--- src/rtl/out_scan_mux_if.sv ---
// Handshake/data bundle between a packed multi-channel source and the BCD stage.
// The slave modport is the mux itself; the master side drives channels, select and ready.
interface out_scan_mux_if #(
  parameter int BITS = 16,
  parameter int CH   = 4
);
  localparam int CW = $clog2(CH);

  logic [CH*BITS-1:0] din;
  logic [CW-1:0]      sel;
  logic               mode;
  logic               out_ready;
  logic               out_valid;
  logic               out_sign;
  logic [BITS-1:0]    to_bcd;
  logic [CW-1:0]      out_ch;

  modport master (
    output din, sel, mode, out_ready,
    input  out_valid, out_sign, to_bcd, out_ch
  );

  modport slave (
    input  din, sel, mode, out_ready,
    output out_valid, out_sign, to_bcd, out_ch
  );
endinterface

--- src/rtl/out_scan_mux.sv ---
// Captures one channel of a packed bus (manual select or timed auto-scan) and presents it
// over valid/ready. Define OUT_SCAN_SIGNED_EN to output sign/magnitude instead of raw unsigned.
module out_scan_mux #(
  parameter int BITS  = 16,
  parameter int CH    = 4,
  parameter int DWELL = 50000000
) (
  input logic           clk,
  input logic           rst_n,
  out_scan_mux_if.slave bus
);
  localparam int CW = $clog2(CH);
  localparam int NW = $clog2(DWELL);

  typedef enum logic [1:0] {IDLE, CAPTURE, PRESENT} state_t;

  state_t          state;
  logic [BITS-1:0] raw;
  logic [NW-1:0]   count;
  logic [CW-1:0]   scan;
  logic            pending;
  logic            first;
  logic            mode_q;

  logic [CW-1:0]   sel_ch;
  logic [CW-1:0]   idx;
  logic [BITS-1:0] sample;
  logic [BITS-1:0] mag;
  logic            sign;
  logic            scan_start;
  logic            dwell_hit;
  logic            manual_trig;
  logic            trig;

  always_comb begin
    sel_ch = bus.sel;
    if (int'(bus.sel) >= CH) sel_ch = CW'(CH - 1);
    idx    = bus.mode ? scan : sel_ch;
    sample = bus.din[idx*BITS +: BITS];
`ifdef OUT_SCAN_SIGNED_EN
    sign = sample[BITS-1];
    mag  = sign ? -sample : sample;
`else
    sign = 1'b0;
    mag  = sample;
`endif
    // Entering auto mode restarts the dwell, so no dwell trigger on that cycle.
    scan_start  = bus.mode && !mode_q;
    dwell_hit   = bus.mode && !scan_start && (count == NW'(DWELL - 1));
    manual_trig = !bus.mode && ((sel_ch != bus.out_ch) || (sample != raw));
    trig        = first || dwell_hit || manual_trig;
  end

  always_ff @(posedge clk) begin
    if (!rst_n) begin
      state         <= IDLE;
      bus.out_valid <= 1'b0;
      bus.out_sign  <= 1'b0;
      bus.to_bcd    <= '0;
      bus.out_ch    <= '0;
      raw           <= '0;
      count         <= '0;
      scan          <= '0;
      pending       <= 1'b0;
      first         <= 1'b1;
      mode_q        <= bus.mode;
    end else begin
      mode_q <= bus.mode;
      if (scan_start) begin
        count <= '0;
        scan  <= bus.out_ch;
      end else if (bus.mode) begin
        if (dwell_hit) begin
          count <= '0;
          scan  <= (scan == CW'(CH - 1)) ? '0 : scan + CW'(1);
        end else begin
          count <= count + NW'(1);
        end
      end

      case (state)
        IDLE: begin
          if (trig || pending) begin
            state   <= CAPTURE;
            pending <= 1'b0;
          end
        end
        CAPTURE: begin
          // The capture itself satisfies manual and first-flag requests; only a
          // dwell expiry landing on this cycle must be remembered.
          raw          <= sample;
          bus.out_ch   <= idx;
          bus.out_sign <= sign;
          bus.to_bcd   <= mag;
          first        <= 1'b0;
          state        <= PRESENT;
          if (dwell_hit) pending <= 1'b1;
        end
        PRESENT: begin
          if (trig) pending <= 1'b1;
          if (!bus.out_valid) begin
            bus.out_valid <= 1'b1;
          end else if (bus.out_ready) begin
            bus.out_valid <= 1'b0;
            state         <= IDLE;
          end
        end
        default: state <= IDLE;
      endcase
    end
  end
endmodule

--- src/flat_wrapper.sv ---
// flat-port wrapper written by rule: the top's interface ports become plain ports
module out_scan_mux_flat 
#(
  parameter int BITS  = 16,
  parameter int CH    = 4,
  parameter int DWELL = 50000000
)
  (clk, rst_n, bus_din, bus_sel, bus_mode, bus_out_ready, bus_out_valid, bus_out_sign, bus_to_bcd, bus_out_ch);
  out_scan_mux_if #(.BITS(BITS), .CH(CH)) bus_i ();
  input logic clk;
  input logic rst_n;
  input wire logic [$bits(bus_i.din)-1:0] bus_din;
  input wire logic [$bits(bus_i.sel)-1:0] bus_sel;
  input wire logic [$bits(bus_i.mode)-1:0] bus_mode;
  input wire logic [$bits(bus_i.out_ready)-1:0] bus_out_ready;
  output wire logic [$bits(bus_i.out_valid)-1:0] bus_out_valid;
  output wire logic [$bits(bus_i.out_sign)-1:0] bus_out_sign;
  output wire logic [$bits(bus_i.to_bcd)-1:0] bus_to_bcd;
  output wire logic [$bits(bus_i.out_ch)-1:0] bus_out_ch;
  assign bus_i.din = bus_din;
  assign bus_i.sel = bus_sel;
  assign bus_i.mode = bus_mode;
  assign bus_i.out_ready = bus_out_ready;
  assign bus_out_valid = bus_i.out_valid;
  assign bus_out_sign = bus_i.out_sign;
  assign bus_to_bcd = bus_i.to_bcd;
  assign bus_out_ch = bus_i.out_ch;
  out_scan_mux #(.BITS(BITS), .CH(CH), .DWELL(DWELL)) u_core (.clk(clk), .rst_n(rst_n), .bus(bus_i));
endmodule
--- config.mk ---
export PLATFORM = sky130hd
export DESIGN_NAME = out_scan_mux_flat
export DESIGN_NICKNAME = d
export VERILOG_FILES = /design/src/rtl/out_scan_mux_if.sv /design/src/rtl/out_scan_mux.sv /design/src/flat_wrapper.sv
export SDC_FILE = /design/constraint.sdc
export NUM_CORES = 1
export LEC_CHECK = 0
export CORE_ASPECT_RATIO = 1.4
export CORE_MARGIN = 2
export CORE_UTILIZATION = 35
export DETAILED_ROUTE_END_ITERATION = 12
export DONT_BUFFER_PORTS = 1
export PLACE_DENSITY = 0.51
export SETUP_SLACK_MARGIN = 0.5
export SYNTH_ARGS = -nofsm -noshare
export SYNTH_HDL_FRONTEND = slang
export SYNTH_SLANG_ARGS = --single-unit
--- constraint.sdc ---
create_clock -name clk -period 3.8 [get_ports clk]
set_input_delay 0.19 -clock clk [delete_from_list [all_inputs] [get_ports clk]]
set_output_delay 0.19 -clock clk [all_outputs]
set_load 0.01 [all_outputs]
==> impl_summary.txt, run 1 <==
----------------------------------------------------
[Outcome]
  Status ... completed

[Detailed routing]
  Routed via count ... 2907
  Detailed-route wire length per cell ... 17.1 um
  Number of nets with antenna violations after routing ... 0
  First-pass iteration count of the detailed router ... 4
  Routed wire length ... 8.82 mm
  Number of design rule violations left after detail routing ... 0
  Initial drt markers ... 116
  Number of vias per cell ... 5.63

[Finish]
  Fillers ... 992
  Sequential cell area in the final layout ... 1040 sq um
  Most frequent standard cell in the layout excluding fill and tap cells ... sky130_fd_sc_hd__dfxtp_1
  Layout-stage area growth over the synthesis result ... 8.10%
  Footprint of the multi-input gates ... 2260 sq um
  Share of final-layout standard cells stronger than drive strength 1 ... 5.91%
  NumNets Final ... 482
  Antenna diodes ... 0
  Highest-count cells in the layout ignoring fill and taps ... 52 x sky130_fd_sc_hd__dfxtp_1, 49 x sky130_fd_sc_hd__nor2_1, 31 x sky130_fd_sc_hd__nand2_1

[Power and ir drop]
  Maximum vdd ir drop ... 0.203 mV
  Pwr dens ... 459 nW/um^2
  Reported leakage power ... 1.41 nW

[Clock network]
  Maximum number of buffers from clock root to sink ... 2
  Clk root buf ... sky130_fd_sc_hd__clkbuf_16
  TritonCTS clock tree ... done
  Sinks on the clock net ... 52
  Clock-pin transition on the worst setup and hold timing paths ... 0.08 ns
  Setup repair bufs after CTS ... 0
  Worst-skew pair later-pin latency ... 0.30 ns
  Number of H-tree levels ... 2
  Number of CTS-inserted buffers ... 5

[Global routing]
  Overall routing resource usage ... 17.0%
  Number of global-route vias before repair ... 2875
  Global-route wire length before repair ... 14.2 mm
  GRT Residual Overflow ... 0
  Number of antenna violations at the first check in global routing ... 0
  Largest net degree at the start of global routing ... 31

[Synthesis]
  Share of flip-flops with an asynchronous set or reset after synthesis ... 0%
  Post-synth top flop ... sky130_fd_sc_hd__dfxtp_1
  Mean post-synth cell area ... 8.30 sq um
  Unique cell type count in the Yosys netlist ... 62
  Seq cells post-synth ... 52
  YS warnings ... 0
  Total standard cell area after synthesis ... 3410 sq um
  Fraction of the yosys area taken by sequential cells ... 30.5%
  Top cells by area in the synthesized netlist ... sky130_fd_sc_hd__dfxtp_1 31%, sky130_fd_sc_hd__mux2i_1 7.3%, sky130_fd_sc_hd__nor2_1 5.4%
  Synth area leader ... sky130_fd_sc_hd__dfxtp_1
  Synthesized instance count ... 411
  Number of enable-type register cells in the synthesized netlist ... 0
  Post-synth net total ... 488
  Proportion of netlist area held by the largest area contributor ... 30.5%

[Placement]
  Setup Slack @ Placement ... 0.854 ns
  Count of port buffers added during placement ... 0
  HPWL after detailed placement ... 6.66 mm
  Weighted congestion at the end of routability-driven global placement ... 0.812

[Floorplan]
  Area inside the core boundary ... 9460 sq um
  Height of the die ... 121 um
  I/O pin count ... 90
  Area enclosed by the die boundary ... 10600 sq um
  Floorplan row count ... 42
  Initial core utilization ... 36.1%
  Die Span X ... 87.4 um

[Worst setup path]
  Max stage delay cell, worst path ... sky130_fd_sc_hd__mux4_2
  Setup crit end kind ... flop
  Number of buffers and inverters on the critical path ... 1
  Data required time at the worst endpoint ... 4.00 ns
  CP arrival ... 3.14 ns
  Class of the most critical setup path ... reg -> reg
  Maximum fanout along the worst path ... 16
  Critical Path Max Stage Delay ... 0.55 ns
  Cell Chain, Critical Path ... mux2i_4 > buf_4 > mux4_2 > xnor2_1 > o2111ai_1 > nor4_2 > a31oi_1 > o221a_1
  Kind of cell adding the most delay to the critical path ... multiplexers
  Critical path startpoint category ... flop

[Run]
  Number of violations of the max-capacitance limit ... 0

[Timing]
  Worst slew margin ... 40.1%
  Final period utilization ... 77.3%
  Slew Limit Fails ... 0
  Final hold vios ... 0
  Setup_tns ... 0 ns
  Skew final ... 0.00956 ns
  Setup repair after global routing missed its margin ... no
  Worst path setup slack after routing ... 0.861 ns
  Fmax ... 340 MHz
  Worst slew pin tran ... 0.896 ns
  Final number of setup-violating endpoints ... 0
  Final critical delay including setup and external delays ... 2.94 ns

[Min path]
  Path type of the worst min-delay path ... in -> reg

----------------------------------------------------
## cells in the mapped netlist, types with 7 or more instances
cell,instances
sky130_fd_sc_hd__a21boi_0,11
sky130_fd_sc_hd__a21oi_1,16
sky130_fd_sc_hd__clkbuf_1,13
sky130_fd_sc_hd__dfxtp_1,52
sky130_fd_sc_hd__ha_1,7
sky130_fd_sc_hd__inv_1,10
sky130_fd_sc_hd__mux2i_1,25
sky130_fd_sc_hd__nand2_1,31
sky130_fd_sc_hd__nand2b_1,22
sky130_fd_sc_hd__nand3_1,19
sky130_fd_sc_hd__nor2_1,49
sky130_fd_sc_hd__nor2b_1,19
sky130_fd_sc_hd__o21ai_0,8
sky130_fd_sc_hd__or3_1,7
sky130_fd_sc_hd__xnor2_1,12
sky130_fd_sc_hd__xor2_1,20
## timing repair
item | in CTS | in global routing
hold buffers | 3 | 0
gates resized for setup | 0 | 0
endpoints found under the hold margin | 3 | 0
## routing by layer
layer  GRT usage (%)  vias up  part of all wire, %
met5               0        -                    0
met4            5.67        0                  1.7
met3            5.26       10                  6.5
met2            28.7       80                   49
met1            20.1     1368                   42
li1                -     1449                    -
## registers in the layout (all words and copies together) (netlist names)
signal,count
u_core.bus.out_ch,2
u_core.bus.out_valid,1
u_core.bus.to_bcd,16
u_core.count,26
u_core.first,1
u_core.mode_q,1
u_core.pending,1
u_core.scan,2
u_core.state,2
## through the flow
stage	cell area [sq um]	total power [W]	hold WS (ns)	utilization, %	cells
after floorplan	3410	0.00111	0.218	-	411
after global placement	3510	0.00122	0.222	37.1	505
after detailed placement	3510	0.00122	0.221	37.1	505
after CTS	3690	0.00171	0.0168	39.0	516
after global routing	3690	0.00180	0.0246	39.0	516
final	3690	0.00169	0.0266	39.0	516
## cells by family after synthesis
group	after synthesis	share of synthesized area [%]
xor gates and xnor gates	32	8.21
adders and majority gates	7	2.57
and+or+nand+nor	176	26.4
DFF	52	30.5
other	1	0.110
muxes	33	11.7
buffers and inverters	30	3.56
AOI/OAI and AO/OA	80	17.0
## final timing paths
kind	endpoint	cells past startpoint	from	slack, ns
max	u_core.state[0]	8	u_core.scan[0]	0.86
min	u_core.bus.to_bcd[8]	1	rst_n	0.03
max reg2reg	u_core.state[0]	8	u_core.scan[0]	0.86
min reg2reg	u_core.first	2	u_core.first	0.48
## where the power goes
group,switching (W),internal (W),leakage (nW),total (W)
clock network,0.000234,0.000250,0.0708,0.000484
logic,0.000244,0.000236,0.913,0.000481
registers,0.000114,0.000614,0.423,0.000727
total,0.000592,0.00110,1.41,0.00169
## final cells by class
type / instances / area share [%]
well taps: 110 / 3.73
multi-input cells: 329 / 61.3
repair buffers: 7 / 1.63
clock inverters: 3 / 0.678
flip-flops and latches: 52 / 28.2
inverters: 10 / 1.02
clock buffers: 5 / 3.39
## worst register-to-register path, stage by stage (launching register included)
cell and delay [ns]:
sky130_fd_sc_hd__dfxtp_1 0.34, sky130_fd_sc_hd__mux2i_4 0.41, sky130_fd_sc_hd__buf_4 0.33, sky130_fd_sc_hd__mux4_2 0.55
sky130_fd_sc_hd__xnor2_1 0.17, sky130_fd_sc_hd__o2111ai_1 0.14, sky130_fd_sc_hd__nor4_2 0.43, sky130_fd_sc_hd__a31oi_1 0.21
sky130_fd_sc_hd__o221a_1 0.25
Note: power is estimated with default switching activity, not from simulation.
==> inputs of run 2 (changes only) <==
--- a/config.mk
+++ b/config.mk
@@ -5,12 +5,13 @@
 export SDC_FILE = /design/constraint.sdc
 export NUM_CORES = 1
 export LEC_CHECK = 0
+export ABC_AREA = 1
 export CORE_ASPECT_RATIO = 1.4
 export CORE_MARGIN = 2
 export CORE_UTILIZATION = 35
 export DETAILED_ROUTE_END_ITERATION = 12
 export DONT_BUFFER_PORTS = 1
-export PLACE_DENSITY = 0.51
+export PLACE_DENSITY = 0.53
 export SETUP_SLACK_MARGIN = 0.5
 export SYNTH_ARGS = -nofsm -noshare
 export SYNTH_HDL_FRONTEND = slang
==> constraint.sdc (replaced) <==
create_clock -name clk -period 2.5 [get_ports clk]
set_input_delay 0.125 -clock clk [delete_from_list [all_inputs] [get_ports clk]]
set_output_delay 0.125 -clock clk [all_outputs]
set_load 0.01 [all_outputs]
==> impl_summary.txt, run 2 <==
----------------------------------------------------
[Synthesis]
  Cell with the most instances after synthesis ... sky130_fd_sc_hd__nand2_1 (was sky130_fd_sc_hd__dfxtp_1)
  Top cells by area in the synthesized netlist ... sky130_fd_sc_hd__dfxtp_1 28%, sky130_fd_sc_hd__nand2_1 16%, sky130_fd_sc_hd__inv_1 14% (was sky130_fd_sc_hd__dfxtp_1 31%, sky130_fd_sc_hd__mux2i_1 7.3%, sky130_fd_sc_hd__nor2_1 5.4%)
  Proportion of netlist area held by the largest area contributor ... 27.9% (was 30.5%)
  Synthesized instance count ... 627 (was 411)
  Number of enable-type register cells in the synthesized netlist ... 0 (unchanged)
  Seq cells post-synth ... 52 (unchanged)
  Mean post-synth cell area ... 5.94 sq um (was 8.30 sq um)
  Share of flip-flops with an asynchronous set or reset after synthesis ... 0% (unchanged)
  Synth area leader ... sky130_fd_sc_hd__dfxtp_1 (unchanged)
  Fraction of the yosys area taken by sequential cells ... 27.9% (was 30.5%)
  YS warnings ... 0 (unchanged)
  Post-synth top flop ... sky130_fd_sc_hd__dfxtp_1 (unchanged)
  Unique cell type count in the Yosys netlist ... 33 (was 62)
  Total standard cell area after synthesis ... 3720 sq um (was 3410 sq um)
  Top cells by count, synth ... 155 x sky130_fd_sc_hd__nand2_1, 138 x sky130_fd_sc_hd__inv_1, 83 x sky130_fd_sc_hd__nand3_1 (was 52 x sky130_fd_sc_hd__dfxtp_1, 49 x sky130_fd_sc_hd__nor2_1, 31 x sky130_fd_sc_hd__nand2_1)
  Post-synth net total ... 704 (was 488)

[Clock network]
  TritonCTS clock tree ... done (unchanged)
  Clock-pin transition on the worst setup and hold timing paths ... 0.07 ns (was 0.08 ns)
  Number of CTS-inserted buffers ... 5 (unchanged)
  Number of H-tree levels ... 2 (unchanged)
  Sinks on the clock net ... 52 (unchanged)
  Clk root buf ... sky130_fd_sc_hd__clkbuf_16 (unchanged)
  Maximum number of buffers from clock root to sink ... 2 (unchanged)
  Worst-skew pair later-pin latency ... 0.29 ns (was 0.30 ns)

[Worst setup path]
  Data required time at the worst endpoint ... 2.73 ns (was 4.00 ns)
  Setup crit end kind ... flop (unchanged)
  Critical path startpoint category ... flop (unchanged)
  Length in cells of the worst reg-to-reg path ... 19 (was 8)
  CP arrival ... 2.27 ns (was 3.14 ns)
  Maximum fanout along the worst path ... 8 (was 16)
  Class of the most critical setup path ... reg -> reg (unchanged)

[Power and ir drop]
  Sequential group share of total power ... 38.7% (was 43.0%)
  Power consumption ... 0.00314 W (was 0.00169 W)
  Logic gate share of total power ... 36.3% (was 28.4%)
  Net switching fraction of the power ... 39.0% (was 35.0%)
  Part of the total power dissipated in the clock network ... 25.0% (was 28.6%)
  Switching power total ... 0.00123 W (was 0.000592 W)
  Reported leakage power ... 2.35 nW (was 1.41 nW)
  Maximum vdd ir drop ... 0.404 mV (was 0.203 mV)
  Pwr dens ... 668 nW/um^2 (was 459 nW/um^2)
  Internal power of the cells ... 0.00191 W (was 0.00110 W)

[Timing]
  Final critical delay including setup and external delays ... 2.04 ns (was 2.94 ns)
  Skew final ... 0.00693 ns (was 0.00956 ns)
  Setup_tns ... 0 ns (unchanged)
  Fmax ... 491 MHz (was 340 MHz)
  Worst slew pin tran ... 0.695 ns (was 0.896 ns)
  Setup repair after global routing missed its margin ... yes (was no)
  Slew Limit Fails ... 0 (unchanged)
  Final number of setup-violating endpoints ... 0 (unchanged)
  Final hold vios ... 0 (unchanged)
  Worst slew margin ... 53.6% (was 40.1%)
  Final period utilization ... 81.4% (was 77.3%)

[Finish]
  Footprint of the multi-input gates ... 2380 sq um (was 2260 sq um)
  Fillers ... 1079 (was 992)
  Antenna diodes ... 0 (unchanged)
  Regs by FF count ... u_core.count: 26 flops, u_core.bus.to_bcd: 16 flops (unchanged)
  NumNets Final ... 722 (was 482)
  Sequential cell area in the final layout ... 1050 sq um (was 1040 sq um)
  Layout-stage area growth over the synthesis result ... 26.2% (was 8.10%)
  Share of final-layout standard cells stronger than drive strength 1 ... 20.3% (was 5.91%)
  Largest register by flop count ... u_core.count (unchanged)
  Most frequent standard cell in the layout excluding fill and tap cells ... sky130_fd_sc_hd__inv_1 (was sky130_fd_sc_hd__dfxtp_1)
  Number of flip-flops under the largest register name ... 26 (unchanged)
  Highest-count cells in the layout ignoring fill and taps ... 136 x sky130_fd_sc_hd__inv_1, 130 x sky130_fd_sc_hd__nand2_1, 56 x sky130_fd_sc_hd__nand3_1 (was 52 x sky130_fd_sc_hd__dfxtp_1, 49 x sky130_fd_sc_hd__nor2_1, 31 x sky130_fd_sc_hd__nand2_1)
  Final cell area excluding filler cells ... 4700 sq um (was 3690 sq um)

[Placement]
  Post-placement cell area ... 3820 sq um (was 3510 sq um)
  HPWL after detailed placement ... 7.38 mm (was 6.66 mm)
  Weighted congestion at the end of routability-driven global placement ... 0.837 (was 0.812)
  Count of port buffers added during placement ... 0 (unchanged)

[Outcome]
  Status ... completed (unchanged)

[Floorplan]
  Floorplan row count ... 44 (was 42)
  I/O pin count ... 90 (unchanged)
  Area enclosed by the die boundary ... 11500 sq um (was 10600 sq um)
  Initial core utilization ... 36.0% (was 36.1%)
  Area inside the core boundary ... 10300 sq um (was 9460 sq um)
  Die Span X ... 91.2 um (was 87.4 um)
  Height of the die ... 126 um (was 121 um)

[Global routing]
  Number of antenna violations at the first check in global routing ... 0 (unchanged)
  Largest net degree at the start of global routing ... 25 (was 31)
  Number of global-route vias before repair ... 3757 (was 2875)
  GRT Residual Overflow ... 0 (unchanged)
  Global-route wire length before repair ... 17.0 mm (was 14.2 mm)
  Overall routing resource usage ... 18.0% (was 17.0%)

[Detailed routing]
  Routed via count ... 3921 (was 2907)
  Initial drt markers ... 177 (was 116)
  Number of nets with antenna violations after routing ... 0 (unchanged)
  Met2 WL ... 5.79 mm (was 4.36 mm)
  M1 WL ... 4.40 mm (was 3.73 mm)
  Number of vias per cell ... 5.00 (was 5.63)
  Number of design rule violations left after detail routing ... 0 (unchanged)
  First-pass iteration count of the detailed router ... 4 (unchanged)
  Detailed-route wire length per cell ... 14.2 um (was 17.1 um)
  Highest metal layer used by the detailed router ... met4 (unchanged)
  Met3 wirelength from detailed routing ... 617 um (was 576 um)
  Routed wire length ... 11.1 mm (was 8.82 mm)

[Run]
  Number of violations of the max-capacitance limit ... 0 (unchanged)

[Min path]
  Path type of the worst min-delay path ... in -> reg (unchanged)
  Hold path depth ... 3 (was 1)

----------------------------------------------------
## run 2: routing by layer
metal  up-vias  global-route usage, %
li1       1991                      -
met1      1801                   19.4
met2       107                   33.3
met3        22                   4.25
met4         0                   7.84
met5         -                      0
## run 2: cells by family (layout without fill, tap and decap cells)
kind of cell / count (synthesis) / in the layout / share of synthesized area (%)
xor+xnor: 10 / 10 / 2.35
compound gates: 67 / 68 / 9.78
flops: 52 / 52 / 27.9
simple gates: 328 / 328 / 39.3
buf+inv: 162 / 180 / 18.1
other cells: 1 / 1 / 0.101
fa+ha+maj: 7 / 7 / 2.35
## run 2: worst paths after layout
check | start | end | slack (ns)
setup / recovery | u_core.scan[0] | u_core.state[1] | 0.46
hold reg to reg | u_core.first | u_core.first | 0.46
hold / removal | bus_mode | u_core.count[2] | 0.07
setup reg to reg | u_core.scan[0] | u_core.state[1] | 0.46
## run 2: power by group through the flow
stage          clock [W]  sequential (W)  combinational, W
6_report        0.000784         0.00121           0.00114
5_1_grt         0.000834         0.00123           0.00130
3_5_place_dp           0         0.00122          0.000900
2_1_floorplan          0         0.00117          0.000748
3_3_place_gp           0         0.00122          0.000885
4_1_cts         0.000808         0.00120          0.000990
## run 2: worst max-delay path, cell delays in order (launching register included)
cell and delay [ns]:
sky130_fd_sc_hd__dfxtp_4 0.36, sky130_fd_sc_hd__inv_2 0.05, sky130_fd_sc_hd__nand2_2 0.07, sky130_fd_sc_hd__nand2_4 0.12, sky130_fd_sc_hd__buf_12 0.11, sky130_fd_sc_hd__buf_12 0.11, sky130_fd_sc_hd__nand2_1 0.06, sky130_fd_sc_hd__nand3_2 0.07
sky130_fd_sc_hd__nand2_1 0.07, sky130_fd_sc_hd__nand2_1 0.08, sky130_fd_sc_hd__nand2_2 0.05, sky130_fd_sc_hd__nor2_2 0.11, sky130_fd_sc_hd__nand2_1 0.11, sky130_fd_sc_hd__nor2_1 0.12, sky130_fd_sc_hd__nand2_1 0.07, sky130_fd_sc_hd__nand2_2 0.08
sky130_fd_sc_hd__nand3_2 0.11, sky130_fd_sc_hd__nand3_2 0.09, sky130_fd_sc_hd__nand2_1 0.05, sky130_fd_sc_hd__nor2_1 0.10
## run 2: timing repair
item                                    in CTS  in global routing
buffers inserted                             6                 10
endpoints found under the setup margin       5                 25
cloned                                       3                  3
endpoints found under the hold margin       11                  0
pin swaps                                   13                 38
hold buffers                                 3                  0
resized for setup                           24                 81
## run 2: final cells by class
type | instances | share of cell area (%)
Sequential cell | 52 | 22.4
Clock buffer | 6 | 2.74
Timing Repair Buffer | 32 | 8.52
Multi-Input combinational cell | 414 | 50.7
Clock inverter | 2 | 0.745
Tap cell | 138 | 3.67
Inverter | 140 | 11.2
## run 2: through the flow
| stage | hold slack [ns] | setup slack (ns) | util, % | cells |
|---|---|---|---|---|
| 2_1_floorplan | 0.153 | 0.674 | - | 627 |
| 3_3_place_gp | 0.156 | 0.233 | 36.9 | 751 |
| 3_5_place_dp | 0.154 | 0.204 | 36.9 | 751 |
| 4_1_cts | 0.0692 | 0.507 | 41.2 | 771 |
| 5_1_grt | 0.0913 | 0.325 | 45.4 | 784 |
| 6_report | 0.0702 | 0.464 | 45.4 | 784 |
